`src/rtl/mem_access_stage.sv`:
```
`default_nettype none
// ============================================================================
//  Module   : mem_access_stage
//  Purpose  : Pipeline stage-4 memory-access controller. Passes ALU results
//             straight through, and for loads/stores runs one request over a
//             req/ack data-memory port. The upstream pipeline is held via
//             `stall` until the access completes or times out. Byte/half/word
//             lane steering and load sign/zero extension are handled here.
//  Ports    : clk, rst_n (async, active-low)
//             valid_in, mem_read_in, mem_write_in, size_in, sign_ext_in,
//             addr_in, wdata_in, regfile_w_en_in, regfile_req_w_in : EX result
//             mem_req, mem_we, mem_addr, mem_be, mem_wdata          : request
//             mem_ack, mem_rdata                                    : response
//             data, regfile_w_en, regfile_req_w, r_datamem          : writeback
//             stall, misalign_err, bus_err                          : control
//  Revision : 1.0 - initial release
// ============================================================================
module mem_access_stage #(
    parameter int TIMEOUT = 16
) (
    input  logic        clk,
    input  logic        rst_n,
    input  logic        valid_in,
    input  logic        mem_read_in,
    input  logic        mem_write_in,
    input  logic [1:0]  size_in,
    input  logic        sign_ext_in,
    input  logic [31:0] addr_in,
    input  logic [31:0] wdata_in,
    input  logic        regfile_w_en_in,
    input  logic [4:0]  regfile_req_w_in,
    output logic        mem_req,
    output logic        mem_we,
    output logic [31:0] mem_addr,
    output logic [3:0]  mem_be,
    output logic [31:0] mem_wdata,
    input  logic        mem_ack,
    input  logic [31:0] mem_rdata,
    output logic [31:0] data,
    output logic        regfile_w_en,
    output logic [4:0]  regfile_req_w,
    output logic        r_datamem,
    output logic        stall,
    output logic        misalign_err,
    output logic        bus_err
);

    localparam int CNT_W = (TIMEOUT > 1) ? $clog2(TIMEOUT) : 1;
    localparam logic [CNT_W-1:0] CNT_LAST = CNT_W'(TIMEOUT - 1);

    typedef enum logic [1:0] {
        IDLE = 2'd0,
        BUSY = 2'd1,
        DONE = 2'd2
    } state_t;

    state_t            state_q;
    logic              mem_req_q;
    logic              mem_we_q;
    logic [31:0]       mem_addr_q;
    logic [3:0]        mem_be_q;
    logic [31:0]       mem_wdata_q;
    logic [31:0]       rdata_q;
    logic [CNT_W-1:0]  cnt_q;
    logic              err_q;
    // Lane/size/extension of the access in flight, captured at issue so the
    // response is decoded against the request that was actually sent.
    logic [1:0]        off_q;
    logic [1:0]        size_q;
    logic              sext_q;

    logic              mem_op_d;
    logic              aligned_d;
    logic [3:0]        be_d;
    logic [31:0]       wdata_d;
    logic [7:0]        lane_b_d;
    logic [15:0]       lane_h_d;
    logic [31:0]       load_d;

    assign mem_op_d = valid_in & (mem_read_in | mem_write_in);

    // Alignment check, byte enables and store-data replication for the new op
    always_comb begin
        aligned_d = 1'b1;
        be_d      = 4'b1111;
        wdata_d   = wdata_in;
        case (size_in)
            2'b00: begin
                aligned_d = 1'b1;
                be_d      = 4'b0001 << addr_in[1:0];
                wdata_d   = {4{wdata_in[7:0]}};
            end
            2'b01: begin
                aligned_d = ~addr_in[0];
                be_d      = addr_in[1] ? 4'b1100 : 4'b0011;
                wdata_d   = {2{wdata_in[15:0]}};
            end
            default: begin
                aligned_d = (addr_in[1:0] == 2'b00);
                be_d      = 4'b1111;
                wdata_d   = wdata_in;
            end
        endcase
    end

    // Load lane selection and extension from the returned word
    always_comb begin
        lane_b_d = mem_rdata[{off_q, 3'b000} +: 8];
        lane_h_d = off_q[1] ? mem_rdata[31:16] : mem_rdata[15:0];
        case (size_q)
            2'b00:   load_d = {{24{sext_q & lane_b_d[7]}}, lane_b_d};
            2'b01:   load_d = {{16{sext_q & lane_h_d[15]}}, lane_h_d};
            default: load_d = mem_rdata;
        endcase
    end

    always_ff @(posedge clk or negedge rst_n) begin
        if (!rst_n) begin
            state_q     <= IDLE;
            mem_req_q   <= 1'b0;
            mem_we_q    <= 1'b0;
            mem_addr_q  <= 32'd0;
            mem_be_q    <= 4'd0;
            mem_wdata_q <= 32'd0;
            rdata_q     <= 32'd0;
            cnt_q       <= '0;
            err_q       <= 1'b0;
            off_q       <= 2'd0;
            size_q      <= 2'd0;
            sext_q      <= 1'b0;
        end else begin
            case (state_q)
                IDLE: begin
                    if (mem_op_d && aligned_d) begin
                        mem_req_q   <= 1'b1;
                        mem_we_q    <= mem_write_in;
                        mem_addr_q  <= {addr_in[31:2], 2'b00};
                        mem_be_q    <= be_d;
                        mem_wdata_q <= wdata_d;
                        off_q       <= addr_in[1:0];
                        size_q      <= size_in;
                        sext_q      <= sign_ext_in;
                        cnt_q       <= '0;
                        err_q       <= 1'b0;
                        state_q     <= BUSY;
                    end
                end
                BUSY: begin
                    // An ack in the final allowed cycle still wins over timeout
                    if (mem_ack) begin
                        rdata_q   <= load_d;
                        mem_req_q <= 1'b0;
                        state_q   <= DONE;
                    end else if (cnt_q == CNT_LAST) begin
                        mem_req_q <= 1'b0;
                        err_q     <= 1'b1;
                        state_q   <= DONE;
                    end else begin
                        cnt_q <= cnt_q + CNT_W'(1);
                    end
                end
                DONE: begin
                    // Upstream advances at the end of DONE; never reissue here
                    state_q <= IDLE;
                end
                default: state_q <= IDLE;
            endcase
        end
    end

    assign mem_req       = mem_req_q;
    assign mem_we        = mem_we_q;
    assign mem_addr      = mem_addr_q;
    assign mem_be        = mem_be_q;
    assign mem_wdata     = mem_wdata_q;
    assign regfile_req_w = regfile_req_w_in;

    always_comb begin
        data         = addr_in;
        regfile_w_en = 1'b0;
        r_datamem    = 1'b0;
        stall        = 1'b0;
        misalign_err = 1'b0;
        bus_err      = 1'b0;
        case (state_q)
            IDLE: begin
                if (mem_op_d) begin
                    if (aligned_d) begin
                        stall = 1'b1;
                    end else begin
                        misalign_err = 1'b1;
                    end
                end else begin
                    regfile_w_en = valid_in & regfile_w_en_in;
                end
            end
            BUSY: begin
                stall = 1'b1;
            end
            DONE: begin
                data         = mem_read_in ? rdata_q : addr_in;
                regfile_w_en = mem_read_in & regfile_w_en_in & ~err_q;
                r_datamem    = mem_read_in;
                bus_err      = err_q;
            end
            default: begin
                data = addr_in;
            end
        endcase
    end

endmodule
`default_nettype wire

```
`config.mk`:
```
export PLATFORM = sky130hd
export DESIGN_NAME = mem_access_stage
export DESIGN_NICKNAME = d
export VERILOG_FILES = /design/src/rtl/mem_access_stage.sv
export SDC_FILE = /design/constraint.sdc
export NUM_CORES = 1
export LEC_CHECK = 0
export ABC_AREA = 1
export CAP_MARGIN = 20
export CORE_UTILIZATION = 40
export DETAILED_ROUTE_END_ITERATION = 6
export PLACE_DENSITY = 0.77
export SYNTH_ARGS = -nofsm -noshare
export SYNTH_HDL_FRONTEND = slang
export SYNTH_SLANG_ARGS = --single-unit
```
`constraint.sdc`:
```
create_clock -name clk -period 1.36 [get_ports clk]
set_input_delay 0.136 -clock clk [delete_from_list [all_inputs] [get_ports clk]]
set_output_delay 0.136 -clock clk [all_outputs]
set_load 0.05 [all_outputs]
```
==> metrics.txt, run 1 <==
CTS Root Cell clkbuf_16; highest-delay cell along the critical path dfrtp_1; path class of the lowest-slack min-delay path primary input to primary output; Routed Wire Length 21.0 mm; total power 21.4 mW; launch instance of the worst register-to-register path state_q[0]$_DFFE_PN0P_; cell count after placement around 1.2k; WHS Path Cells 0; chain of cells forming the critical path buf_6 > nand2_4 > nor2_4 > buf_12 > buf_12 > buf_12 > o21ai_4 > buf_12; via-per-instance ratio 5.25; number of distinct library cell variants in the gate-level netlist after synthesis 32; post-detailed-route DRC marker count 0; number of global-route vias before repair 6220; std cell rows 43; switching share of power 44.1%; largest net degree at the start of global routing 83; post-layout instance count excluding filler cells 1190; destination of the worst register-to-register timing path mem_addr[12]$_DFFE_PN0P_; clock insertion delay at the later pin of the skew report 0.36 ns; crit-path max FO 7; horizontal extent of the die 123 um; max-slew headroom at the worst pin between 60% and 70%; cells on worst reg2reg path 9; grt total ovfl 0; largest delay contributor family on the critical path buffers and inverters; routed via count 6251; top cell types by occurrence after synthesis nand2_1, dfrtp_1, o21ai_0; Worst path most repeated cell buf_12; data arrival time of the critical path 1.73 ns; Final Max Slew Viols 0; most instantiated library cell after synthesis nand2_1; number of buffers inserted during clock tree synthesis 9; register-to-register setup slack -0.37 ns; Worst Path Class, Setup register to primary output; Synthesis Warnings 0; min-delay src regfile_req_w_in[4]; time the worst path needs with I/O delays and setup between 1.5 and 2 ns; RSZ-0062 raised after global routing true; I/O pin count approximately 220; DRT Pass-1 Iters 4; proportion of netlist area held by the largest area contributor 48.2%; Critical Path Sink Type primary output; achievable clock frequency 0.535 GHz; Mapped Avg Cell Area 7.67 um^2; Clock Skew 0.00854 ns; Finish-stage setup viols approximately 150; Seq/Total Area, Yosys around half; top area cells in the synthesized netlist dfrtp_1, nand2_1, o21ai_0, a21oi_1, inv_1; number of flops mapped to enable cells by yosys 0; total half-perimeter wirelength after legalization and detailed placement about 14 mm; smallest setup slack after layout -0.509 ns; gate count of the mapped netlist 758; P_int 12.0 mW; wire length per cell after detailed routing around 18 um; post-placement cell area about 10000 um^2; number of routed nets with antenna violations 0; clock slew at the register clock pins of the worst setup and hold paths 0.07 ns; antenna violations before repair 0; initial core utilization 41.4%; total leakage power a little over 5 nW; CP Launch Type register; Worst Hold Endpoint regfile_req_w[4]; relative contribution of the clock network to total power 12.3%; nets 1117; deepest clock path buffer count 2; Post-synth ARST share 100%; Die H roughly 120 um; switching power summed over all nets 9.43 mW; slew of the pin with the lowest slew margin between 0.5 and 0.6 ns; final instance area 10900 um^2; combinational share of power 59.2%; number of synthesized register bits 112; core footprint 14000 um^2; cell area power density between 1500 and 2000 nW/um^2; final critical-path share of the clock period 137%; top_reg_cell synth dfrtp_1; violated checks negative setup slack; Max Cap Viol 0; number of diodes added for antenna fixing 0; count of buffers inserted at the top-level ports 210; worst path required time 1.22 ns; total standard cell area after synthesis roughly 5800 um^2; clock tree from TritonCTS yes; area growth from synthesis to layout 87.2%; placer's final routability congestion estimate 0.915; die area 15000 um^2; fraction of final layout cells sized beyond drive strength 1 ~34%; Max IR drop VDD 0.00117 V; clock sink count 112; status complete, but fails checks; global-route wire length before repair 31.9 mm; Crit path buffers/inverters 5; sequential cell fraction of total power 28.4%; cell type with the highest aggregate area in the netlist dfrtp_1; total track usage roughly 28%; iteration-0 DRC count of the detailed router 362; total count of hold-check failures in the final report 0; maximum cell stage delay along the critical path about 0.40 ns; CTS H-Tree Depth 3; core utilization of the finished layout roughly 78%
per-stage QoR:
step / TNS [ns] / hold WS, ns / setup WS, ns
2_1_floorplan: -5.58 / -0.160 / -0.377
3_3_place_gp: -31.66 / 0.195 / -0.298
3_5_place_dp: -36.37 / 0.199 / -0.385
4_1_cts: -41.91 / 0.272 / -0.516
5_1_grt: -50.56 / 0.272 / -0.541
6_report: -42.73 / 0.272 / -0.509
worst max path at each step:
stage | to | startpoint | slack [ns] | cells past startpoint
5_1_grt | data[3] | state_q[1]$_DFFE_PN0P_ | -0.54 | 8
2_1_floorplan | regfile_w_en | state_q[0]$_DFFE_PN0P_ | -0.38 | 3
3_5_place_dp | mem_be[2]$_DFFE_PN0P_ | size_in[0] | -0.38 | 8
4_1_cts | data[3] | state_q[1]$_DFFE_PN0P_ | -0.52 | 9
6_report | data[3] | state_q[1]$_DFFE_PN0P_ | -0.51 | 8
3_3_place_gp | data[20] | mem_read_in | -0.30 | 7
layout by cell type (no fill, tap or decap), types with 20 or more instances in the layout:
cell and count:
nand2_4 20, clkdlybuf4s50_1 104, inv_1 57, o21ai_4 32
buf_4 34, nand3_1 22, buf_12 122, dfrtp_1 111
o21ai_0 52, nand2_1 218, a21oi_1 52
per-layer routing:
metal / track usage [%] / share of wire [%]
met2: 47.2 / 50
met4: 9.91 / 2.6
met1: 34.3 / 39
met5: 0 / 0
met3: 6.97 / 8.4
cell families after synthesis:
kind of cell	share of synthesized area, %
compound gates	17.5
fa+ha+maj	0.215
xor+xnor	0.301
other cells	0.0645
simple gates	23.5
buf+inv	10.2
flops	48.2
power groups by stage:
| stage | registers [mW] | clock network, mW | logic, mW |
|---|---|---|---|
| 4_1_cts | 5.96 | 2.67 | 12.2 |
| 3_3_place_gp | 5.87 | 0 | 11.4 |
| 3_5_place_dp | 5.90 | 0 | 11.6 |
| 6_report | 6.08 | 2.64 | 12.7 |
| 5_1_grt | 6.21 | 2.80 | 13.3 |
| 2_1_floorplan | 8.07 | 0 | 3.51 |
flip-flops by register name, indices dropped and copies added, names as in the netlist:
signal / count
mem_be: 4
size_q: 2
rdata_q: 32
off_q: 2
state_q: 2
sext_q: 1
mem_addr: 30
mem_req: 1
mem_we: 1
err_q: 1
cnt_q: 4
mem_wdata: 32
layout make-up:
cell class	count	area, um^2
fillers	858	3160
multi-input cells	520	3130
well taps	180	225
clock buffers	10	239
clock inverters	6	52.6
repair buffers	285	4130
inverters	77	304
flip-flops and latches	112	2800
what timing repair did:
action / in CTS / in global routing
pin swaps: 10 / 9
hold endpoints to repair: 112 / 0
resized for setup: 95 / 80
setup endpoints to repair: 146 / 148
hold buffers: 1 / 0
buffers inserted: 9 / 4
gates cloned: 8 / 1
(Power assumes the default switching activity.)
==> run 2, diff against run 1 <==
GPL_TIMING_DRIVEN = 0   (was default)
RECOVER_POWER = 25   (was default)
==> run 2 against run 1 <==
Compared with the run above: the flow still finishes with violations (negative setup slack); cell count increased by 3.0%; first-iteration DRC count up 11%; sequential cell count unchanged; critical path depth unchanged; final area decreased by 0.78%; core utilization decreased by 0.61 points; total power fell by 7.6%; hold slack worse by 0.038 ns; critical endpoint is now data[29]; largest power group unchanged.
==> metrics.txt, run 2 (synthesized netlist as in run 1, its figures left out) <==
number of global-route vias before repair 6383 (+2.6%); slew of the pin with the lowest slew margin 1.02 ns (+0.518 ns); horizontal extent of the die 123 um (unchanged); violated checks negative setup slack; fraction of final layout cells sized beyond drive strength 1 43.7% (+9.4 points); std cell rows 43 (unchanged); total count of hold-check failures in the final report 0 (unchanged); total leakage power 5.10 nW (-1.3%); Max Cap Viol 0 (unchanged); deepest clock path buffer count 2 (unchanged); I/O pin count 223 (unchanged); crit-path max FO 8 (+1); number of routed nets with antenna violations 0 (unchanged); total half-perimeter wirelength after legalization and detailed placement 13.9 mm (+2.6%); time the worst path needs with I/O delays and setup 1.93 ns (+0.0637 ns); via-per-instance ratio 5.27 (+0.39%); clock tree from TritonCTS yes; antenna violations before repair 0 (unchanged); max-slew headroom at the worst pin 32.1% (-34 points); cell area power density 1830 nW/um^2 (-6.8%); CP Launch Type register; grt total ovfl 0 (unchanged); number of diodes added for antenna fixing 0 (unchanged); count of buffers inserted at the top-level ports 213 (+1.4%); data arrival time of the critical path 1.80 ns (+0.07 ns); routed via count 6465 (+3.4%); iteration-0 DRC count of the detailed router 403 (+11%); total power 19.8 mW (-7.6%); nets 1154 (+3.3%); CTS Root Cell clkbuf_16; clock insertion delay at the later pin of the skew report 0.36 ns (about the same); CTS H-Tree Depth 3 (unchanged); clock slew at the register clock pins of the worst setup and hold paths 0.07 ns (about the same); clock sink count 112 (unchanged); worst slack at placement -1.43 ns (-1.04 ns); status complete, but fails checks; core footprint 14000 um^2 (unchanged); largest net degree at the start of global routing 77 (-7.2%); number of buffers inserted during clock tree synthesis 9 (unchanged); Critical Path Sink Type primary output; path class of the lowest-slack min-delay path primary input to register; wire length per cell after detailed routing 18.7 um (+6.0%); final critical-path share of the clock period 142% (+4.7 points); Finish-stage setup viols 195 (+32%); DRT Pass-1 Iters 5 (+1); worst path required time 1.22 ns (about the same); total track usage 29.5% (+1.6 points); Clock Skew 0.00771 ns (-0.000835 ns); core utilization of the finished layout 76.9% (-0.61 points); placer's final routability congestion estimate 0.933 (+2.0%); RSZ-0062 raised after global routing true; most common library cell in the layout ignoring fill and taps nand2_1; post-detailed-route DRC marker count 0 (unchanged); register-to-register setup slack -0.51 ns (-0.14 ns); Worst Path Class, Setup register to primary output; Routed Wire Length 22.9 mm (+9.2%); Max IR drop VDD 0.00107 V (-8.3%); area growth from synthesis to layout 85.7%; die area 15000 um^2 (unchanged); achievable clock frequency 0.518 GHz (-3.3%); Die H 123 um (unchanged); top library cells by usage in the layout, fill and taps aside nand2_1, dfrtp_1, clkdlybuf4s50_1; smallest setup slack after layout -0.572 ns (-0.0637 ns); Final Max Slew Viols 0 (unchanged); global-route wire length before repair 33.4 mm (+4.6%); initial core utilization 41.4% (unchanged)
-- run 2: cell count changes in the layout (fill, tap and decap cells not counted), sizes merged, moves of 2 or more --
| cell | before | now |
|---|---|---|
| clkbuf | 12 | 53 |
| clkdlybuf4s15 | 0 | 47 |
| clkinv | 5 | 3 |
| clkdlybuf4s50 | 104 | 107 |
| buf | 177 | 124 |
-- run 2: power by group --
group	switching, mW	internal, mW
logic	7.18	4.14
registers	1.04	4.67
clock network	1.27	1.47
total	9.49	10.3
-- run 2: repair_timing --
action | 4_1_cts | 5_1_grt
gates cloned | 19 | 3
pin swaps | 26 | 14
setup endpoints to repair | 216 | 169
hold buffers | 1 | 0
hold endpoints to repair | 36 | 0
buffers inserted | 44 | 11
resized for setup | 715 | 156
-- run 2: area by class of cell --
cell class	instances	area, um^2
plain buffers	50	624
flip-flops and latches	112	2800
clock inverters	5	56.3
multi-input cells	519	3470
fillers	889	3240
clock buffers	10	239
inverters	77	322
well taps	180	225
repair buffers	273	3060
-- run 2: critical path: stages, from the launching register on --
cell,delay (ns)
dfrtp_1,0.41
inv_1,0.08
nand2_2,0.07
nor2_4,0.22
buf_12,0.19
clkbuf_16,0.17
nand2_4,0.06
o21ai_4,0.06
buf_6,0.17
-- run 2: final timing paths --
check / start / end / depth (start not counted)
setup / recovery: state_q[0]$_DFFE_PN0P_ / data[29] / 8
hold / removal: size_in[0] / size_q[0]$_DFFE_PN0P_ / 3
setup reg to reg: state_q[0]$_DFFE_PN0P_ / mem_addr[21]$_DFFE_PN0P_ / 11
hold reg to reg: mem_addr[15]$_DFFE_PN0P_ / mem_addr[15]$_DFFE_PN0P_ / 2
max in group asynchronous: rst_n / size_q[0]$_DFFE_PN0P_ / 3
min in group asynchronous: rst_n / mem_addr[13]$_DFFE_PN0P_ / 2
-- run 2: through the flow --
stage / TNS (ns) / hold slack, ns / area, um^2 / std cells
6_report: -56.63 / 0.234 / 10800 / 1226
5_1_grt: -78.50 / 0.257 / 10800 / 1226
4_1_cts: -45.84 / 0.214 / 10400 / 1218
3_5_place_dp: -92.35 / 0.0588 / 8500 / 1153
3_3_place_gp: -564.05 / 0.465 / 8470 / 1152
2_1_floorplan: -5.58 / -0.160 / 6120 / 759
-- run 2: routing by layer --
| metal | wire [um] | GRT usage, % |
|---|---|---|
| met4 | 1000 | 14.3 |
| met2 | 11200 | 50.1 |
| met3 | 1830 | 5.67 |
| met5 | 0 | 0 |
| met1 | 8880 | 35.6 |
==> run 3, diff against run 2 <==
CTS_BUF_LIST = sky130_fd_sc_hd__clkbuf_16   (was default)
SETUP_SLACK_MARGIN = 0.05   (was default)
==> run 3 against run 2 <==
Compared with the run above: combinational power about the same; first-iteration DRC count down 0.74%; die area unchanged; critical endpoint unchanged; clock skew about the same; largest power group unchanged; the flow still finishes with violations (negative setup slack); clock-buffer cell count down 1; sequential share of layout area up 0.23 points; clock power up 13%; wire length down 3.3%; hold slack better by 0.030 ns; cell count down 1.1%; via count down 0.88%.
==> metrics.txt, run 3 (synthesized netlist as in run 1, its figures left out) <==
worst path required time 1.22 ns (about the same); iteration-0 DRC count of the detailed router 400 (-0.74%); Clock Skew 0.00746 ns (-0.000252 ns); largest net degree at the start of global routing 69 (-10%); data arrival time of the critical path 1.76 ns (-0.04 ns); violated checks negative setup slack; core footprint 14000 um^2 (unchanged); CTS Root Cell clkbuf_16; total of fill cells in the finished design 947 (+6.5%); CTS H-Tree Depth 3 (unchanged); number of routed nets with antenna violations 0 (unchanged); total half-perimeter wirelength after legalization and detailed placement 14.1 mm (+1.4%); Worst Setup SP state_q[0]$_DFFE_PN0P_; area growth from synthesis to layout 84.1%; Max IR drop VDD 0.00125 V (+16%); status complete, but fails checks; number of global-route vias before repair 6119 (-4.1%); nets 1140 (-1.2%); routed via count 6408 (-0.88%); CP Launch Type register; horizontal extent of the die 123 um (unchanged); die area 15000 um^2 (unchanged); Critical Path Sink Type primary output; achievable clock frequency 0.527 GHz (+1.8%); total count of hold-check failures in the final report 0 (unchanged); clock insertion delay at the later pin of the skew report 0.36 ns (about the same); placer's final routability congestion estimate 0.906 (-2.9%); fraction of final layout cells sized beyond drive strength 1 40.3% (-3.4 points); clock sink count 112 (unchanged); clock slew at the register clock pins of the worst setup and hold paths 0.08 ns (about the same); min-delay src size_in[0]; post-layout instance count excluding filler cells 1213 (-1.1%); initial core utilization 41.4% (unchanged); Worst Path Class, Setup register to primary output; I/O pin count 223 (unchanged); most common library cell in the layout ignoring fill and taps nand2_1; final critical-path share of the clock period 140% (-2.5 points); deepest clock path buffer count 2 (unchanged); post-route setup TNS -41.28 ns (+15.35 ns); total track usage 28.3% (-1.1 points); DRT Pass-1 Iters 5 (unchanged); Worst Hold Endpoint size_q[0]$_DFFE_PN0P_; RSZ-0062 raised after global routing true; Die H 123 um (unchanged); Final Max Slew Viols 0 (unchanged); smallest setup slack after layout -0.538 ns (+0.0338 ns); cell area power density 1870 nW/um^2 (+2.3%); launch instance of the worst register-to-register path state_q[0]$_DFFE_PN0P_; clock tree from TritonCTS yes; Finish-stage setup viols 145 (-26%); count of buffers inserted at the top-level ports 213 (unchanged); worst slack at placement -1.16 ns (+0.269 ns); Hold Worst Slack 0.264 ns (+0.0297 ns); total leakage power 5.04 nW (-1.2%); wire length per cell after detailed routing 18.3 um (-2.2%); register-to-register setup slack -0.39 ns (+0.12 ns); via-per-instance ratio 5.28 (+0.18%); total power 20.0 mW (+1.4%); crit-path max FO 5 (-3); post-detailed-route DRC marker count 0 (unchanged); grt total ovfl 0 (unchanged); top library cells by usage in the layout, fill and taps aside nand2_1, dfrtp_1, clkdlybuf4s50_1; cell count after placement 1153 (unchanged); WHS Path Cells 3 (unchanged); number of diodes added for antenna fixing 0 (unchanged); slew of the pin with the lowest slew margin 0.687 ns (-0.332 ns); global-route wire length before repair 32.0 mm (-4.1%); cells on worst reg2reg path 11 (unchanged); path class of the lowest-slack min-delay path primary input to register; antenna violations before repair 0 (unchanged); number of buffers inserted during clock tree synthesis 9 (unchanged); Routed Wire Length 22.2 mm (-3.3%); Max Cap Viol 0 (unchanged); destination of the worst register-to-register timing path mem_wdata[20]$_DFFE_PN0P_; max-slew headroom at the worst pin 54.2% (+22 points); std cell rows 43 (unchanged); time the worst path needs with I/O delays and setup 1.90 ns (-0.0338 ns)
-- run 3: changes by cell type in the layout (fill, tap and decap cells not counted), sizes merged, moves of 2 or more --
cell	before	now
clkinvlp	1	4
clkbuf	53	31
clkdlybuf4s15	47	68
clkinv	3	1
bufinv	1	3
buf	124	110
-- run 3: worst max-delay path, stage by stage, from the launching register on --
cell	delay [ns]
dfrtp_1	0.41
inv_2	0.09
nand2_4	0.06
nor2_4	0.11
buf_8	0.12
buf_12	0.13
clkbuf_16	0.17
nand2_4	0.06
o21ai_4	0.06
buf_6	0.17
-- run 3: routing by layer --
metal  global-route usage, %  part of all wire [%]  wire, um  up-vias
li1                        -                     -         -     2954
met1                    34.5                    38      8490     3003
met2                    47.9                    49     10800      371
met3                    6.09                   8.9      1970       80
met4                    12.7                   4.1       901        0
met5                       0                     0         0        -
-- run 3: final cells by class --
type                            instances  area [um^2]  share of cell area [%]
Multi-Input combinational cell        519         3480                    32.5
Timing Repair Buffer                  258         2950                    27.5
Sequential cell                       112         2800                    26.2
Buffer                                 51          573                    5.35
Inverter                               77          327                    3.05
Clock buffer                            9          225                    2.10
Tap cell                              180          225                    2.10
Clock inverter                          7          120                    1.12
-- run 3: timing repair --
item,4_1_cts,5_1_grt
hold endpoints to repair,44,0
setup endpoints to repair,216,148
setup buffers,18,13
cloned,10,4
pin swaps,25,29
hold buffers,1,0
gates resized for setup,637,160
-- run 3: where the power goes --
part	internal [mW]	total (mW)	switching (mW)	leakage, nW
combinational	4.12	11.3	7.13	3.51
sequential	4.67	5.69	1.02	1.37
clock	1.80	3.10	1.30	0.154
-- run 3: how the worst max path moves through the flow --
| stage | to | slack, ns |
|---|---|---|
| 2_1_floorplan | data[22] | -0.02 |
| 3_3_place_gp | mem_wdata[21]$_DFFE_PN0P_ | -4.30 |
| 3_5_place_dp | data[9] | -1.16 |
| 4_1_cts | data[29] | -0.52 |
| 5_1_grt | data[29] | -0.58 |
| 6_report | data[29] | -0.54 |
-- run 3: metrics by stage --
| stage | util, % | cell area [um^2] |
|---|---|---|
| after floorplan | - | 6270 |
| after global placement | 61.4 | 8630 |
| after detailed placement | 61.7 | 8660 |
| after CTS | 71.7 | 10100 |
| after global routing | 76.2 | 10700 |
| final | 76.2 | 10700 |
